**src/rtl/sgd_update.sv**
```systemverilog
// sgd_update: register-held W/b with a plain SGD pass (W -= lr*dw, b -= lr*db); SGD_SATURATE_EN selects clamp vs wrap.
// Latency: start -> done is M*N+M+1 cycles, one element per cycle; init_load is visible the next cycle.
// Backpressure: none; start/init_load are ignored outside IDLE, so the caller waits for done.
module sgd_update #(
  parameter int M = 5,
  parameter int N = 3
) (
  input  logic               clk,
  input  logic               reset,
  input  logic               init_load,
  input  logic signed [15:0] init_W [0:M-1][0:N-1],
  input  logic signed [15:0] init_b [0:M-1][0:0],
  input  logic               start,
  input  logic signed [15:0] lr,
  input  logic signed [15:0] dw     [0:M-1][0:N-1],
  input  logic signed [15:0] db     [0:M-1][0:0],
  output logic signed [15:0] W      [0:M-1][0:N-1],
  output logic signed [15:0] b      [0:M-1][0:0],
  output logic               busy,
  output logic               done
);

  localparam int RW = (M > 1) ? $clog2(M) : 1;
  localparam int CW = (N > 1) ? $clog2(N) : 1;
  localparam logic [RW-1:0] R_LAST = RW'(M - 1);
  localparam logic [CW-1:0] C_LAST = CW'(N - 1);

  typedef enum logic [1:0] {IDLE, UPD_W, UPD_B, DONE} state_t;

  state_t             state;
  logic [RW-1:0]      row;
  logic [CW-1:0]      col;
  logic signed [15:0] lr_q;
  logic signed [15:0] dw_q [0:M-1][0:N-1];
  logic signed [15:0] db_q [0:M-1][0:0];

  function automatic logic signed [15:0] reduce16(input logic signed [31:0] v);
`ifdef SGD_SATURATE_EN
    if (v > 32'sd32767)
      return 16'sh7FFF;
    else if (v < -32'sd32768)
      return 16'sh8000;
    else
      return 16'(v);
`else
    return 16'(v);
`endif
  endfunction

  // Q8.8 * Q8.8 gives Q16.16; the floor shift brings it back to Q8.8.
  function automatic logic signed [15:0] sgd_step(input logic signed [15:0] old,
                                                  input logic signed [15:0] g,
                                                  input logic signed [15:0] rate);
    logic signed [31:0] p;
    logic signed [15:0] q;
    logic signed [16:0] d;
    p = 32'(rate) * 32'(g);
    q = reduce16(p >>> 8);
    d = 17'(old) - 17'(q);
    return reduce16(32'(d));
  endfunction

  always_ff @(posedge clk or posedge reset) begin
    if (reset) begin
      state <= IDLE;
      row   <= '0;
      col   <= '0;
      busy  <= 1'b0;
      done  <= 1'b0;
      lr_q  <= '0;
      for (int r = 0; r < M; r++) begin
        b[r][0]    <= '0;
        db_q[r][0] <= '0;
        for (int c = 0; c < N; c++) begin
          W[r][c]    <= '0;
          dw_q[r][c] <= '0;
        end
      end
    end else begin
      case (state)
        IDLE: begin
          if (init_load) begin
            W <= init_W;
            b <= init_b;
          end else if (start) begin
            lr_q  <= lr;
            dw_q  <= dw;
            db_q  <= db;
            row   <= '0;
            col   <= '0;
            busy  <= 1'b1;
            state <= UPD_W;
          end
        end
        UPD_W: begin
          W[row][col] <= sgd_step(W[row][col], dw_q[row][col], lr_q);
          if (col == C_LAST) begin
            col <= '0;
            if (row == R_LAST) begin
              row   <= '0;
              state <= UPD_B;
            end else begin
              row <= row + 1'b1;
            end
          end else begin
            col <= col + 1'b1;
          end
        end
        UPD_B: begin
          b[row][0] <= sgd_step(b[row][0], db_q[row][0], lr_q);
          if (row == R_LAST) begin
            row   <= '0;
            busy  <= 1'b0;
            done  <= 1'b1;
            state <= DONE;
          end else begin
            row <= row + 1'b1;
          end
        end
        DONE: begin
          done  <= 1'b0;
          state <= IDLE;
        end
        default: state <= IDLE;
      endcase
    end
  end

endmodule

```
**config.mk**
```make
export PLATFORM = sky130hd
export DESIGN_NAME = sgd_update
export DESIGN_NICKNAME = d
export VERILOG_FILES = /design/src/rtl/sgd_update.sv
export SDC_FILE = /design/constraint.sdc
export NUM_CORES = 2
export LEC_CHECK = 0
export CAP_MARGIN = 15
export CORE_AREA = 2 2 382 384
export CTS_CLUSTER_DIAMETER = 120
export CTS_CLUSTER_SIZE = 12
export DETAILED_ROUTE_END_ITERATION = 10
export DIE_AREA = 0 0 384 386
export DONT_BUFFER_PORTS = 1
export SYNTH_ARGS = -nofsm -noshare
export SYNTH_HDL_FRONTEND = slang
export SYNTH_SLANG_ARGS = --single-unit
```
**constraint.sdc**
```tcl
create_clock -name clk -period 28.2 [get_ports clk]
set_clock_uncertainty 0.15 [all_clocks]
set_input_delay 8.46 -clock clk [delete_from_list [all_inputs] [get_ports clk]]
set_output_delay 8.46 -clock clk [all_outputs]
set_load 0.01 [all_outputs]
```
==> impl_metrics.yaml <==
grt:
  overflow: 0
  antenna_found_initial: 90
  grt_pass1_vias: 43100
  grtUsageTotal: 0.321
  grt_max_degree: 235
  grt_pass1_wl_um: 336000
worst_setup_path:
  cp_max_fo: 52
  endpoint_kind: "flip-flop"
  slowest_stage: "xnor2_2"
  cpMostUsedCell: "fa_1"
  start_kind: "flip-flop"
  cpPeakStageDelay_ps: 950
  critPathKind: "reg -> reg"
  critical_path_buf_inv_count: 6
  cp_data_arrival_time_ps: 12400
  crit_family: "compound AO/OA/AOI/OAI gates"
  worstPathRequired_ps: 28570
timing:
  fmax_mhz: 83.1
  slew_viol_final: 0
  final.setup.worst_slack_ps: 16170
  min_period_over_period: 0.427
  max_slew_margin: 0.118
  tns_ps: 0
  rsz0062_at_grt: "no"
  worst_pin_slew_ps: 1320
  finalHoldViolations: 0
  setup_viol: 0
  period_needed_ps: 12030
clocking:
  post_cts.resized_instances: 0
  cts_buffer_depth: 3
  cts_root_buf: "clkbuf_16"
  path_clk_slew_ps: 80
  cts_made_buffers: 68
  post_cts_buffers: 0
  clk_latency_ps: 720
  clock-sinks: 665
  hold_buffers: 0
  cts_max_level: 3
  cts_tree: "yes"
synth:
  synthesis.nets: 6881
  netlist_area_um2: 49200
  synth-async-reset-ratio: 1.00
  yosysUniqueCellTypes: 91
  synth_edf_count: 0
  yosysTopAreaCell: "dfrtp_1"
  synth_common_cells: "1367 x nand2_1, 665 x dfrtp_1, 499 x inv_1, 458 x nor2_1, 374 x fa_1"
  ys_seq_area_frac: 0.338
  yosys_warnings: 0
  synth_most_common_cell: "nand2_1"
  ys_seq_elements: 665
  yosysTopAreaCellShare: 0.338
  synth.area.top_cells: "dfrtp_1 34%, fa_1 15%, nand2_1 10%"
  avgSynthCellArea_um2: 8.68
  synthCells: 5670
  ys.flop_type: "dfrtp_1"
detailed_routing:
  antenna_left: 0
  viasPerCell: 5.90
  dr.pass1.iters: 10
  num_vias: 44200
  drc: 0
  drt_iter0_markers: 5495
  wl_per_cell_um: 32.7
  routed_wl_um: 245000
placed_design:
  place_ws_ps: 16320
  dp_hpwl_um: 187000
  place.gp.congestion: 1.04
  portBuffers: 0
job:
  maxCapViolations: 0
layout:
  fillCellCount: 14900
  multi_input_area_um2: 29300
  finalNetCount: 6679
  drive_gt1_frac: 0.0585
  final-seq-area_um2: 16700
  area_growth_pct: 8.54
floorplan:
  pin_count: 982
  die_x_um: 384
  die_h_um: 386
  dieArea_um2: 148000
  core-area_um2: 145000
  num_rows: 140
  start_util: 0.340
status:
  outcome: "completed"
min_path:
  hold_path.class: "reg -> reg"
-- final cells by class --
| cell class | count | share of cell area |
|---|---|---|
| sequential | 665 | 0.312 |
| clock buffer | 75 | 0.0333 |
| inverter | 505 | 0.0357 |
| clock inverter | 11 | 0.00300 |
| timing repair buffer | 117 | 0.0172 |
| antenna | 91 | 0.00426 |
| tap | 1917 | 0.0449 |
| multi-input combinational | 4111 | 0.550 |
-- worst min-delay path: stages (launching register included) --
cell	delay, ps
dfrtp_1	340
nand2_1	50
nand2_1	50
-- flip-flops by register name, summed over array words and instances (netlist names) --
signal / flops
db_q: 80
col: 2
done: 1
row: 3
busy: 1
dw_q: 240
b: 80
W: 240
lr_q: 16
state: 2
-- layer usage --
metal  GRT usage  wire (um)  up-vias
li1            -          -    18300
met1       0.396      94300    22300
met2       0.456     104000     2899
met5      0.0331        655        -
met4       0.159      12900       40
met3       0.159      33600      667
-- stage by stage --
| step | area [um^2] | instances | hold slack [ps] | util |
|---|---|---|---|---|
| final | 53400 | 7492 | 320 | 0.369 |
| after global routing | 53300 | 7459 | 342 | 0.369 |
| after CTS | 53100 | 7399 | 323 | 0.368 |
| after detailed placement | 51200 | 7313 | 308 | 0.354 |
| after global placement | 51200 | 7312 | 304 | 0.354 |
| after floorplan | 49200 | 5670 | 287 | - |
-- cells by family after synthesis --
group,synth area share
compound gates,0.146
xor+xnor,0.0189
fa+ha+maj,0.197
buf+inv,0.0711
flops,0.338
mux,0.0369
simple gates,0.191
-- worst paths after layout --
path                       slack (ps)  cells after the start                   from                     to
hold reg to reg                   320                      2  dw_q[205]$_DFFE_PP0P_  dw_q[205]$_DFFE_PP0P_
max in group asynchronous       17070                      4                  reset     W[121]$_DFFE_PP0P_
setup reg to reg                16170                     35     row[0]$_DFFE_PP0P_      W[78]$_DFFE_PP0P_
setup / recovery                16170                     35     row[0]$_DFFE_PP0P_      W[78]$_DFFE_PP0P_
min in group asynchronous        7670                      1                  reset  dw_q[145]$_DFFE_PP0P_
hold / removal                    320                      2  dw_q[205]$_DFFE_PP0P_  dw_q[205]$_DFFE_PP0P_
-- placed cells by master, fill, tap and decap left out, types with 119 or more instances in the layout --
| master | synthesis | final |
|---|---|---|
| o21ai_0 | 176 | 171 |
| ha_1 | 177 | 175 |
| fa_1 | 374 | 374 |
| a21oi_1 | 300 | 293 |
| and2_1 | 186 | 186 |
| inv_1 | 499 | 497 |
| mux2i_1 | 138 | 138 |
| nor2_1 | 458 | 454 |
| o22ai_1 | 119 | 119 |
| nand2_1 | 1367 | 1367 |
| dfrtp_1 | 665 | 659 |
Power is not shown: default switching activity piles up to over one toggle a cycle in this logic, so the estimate is an artifact.
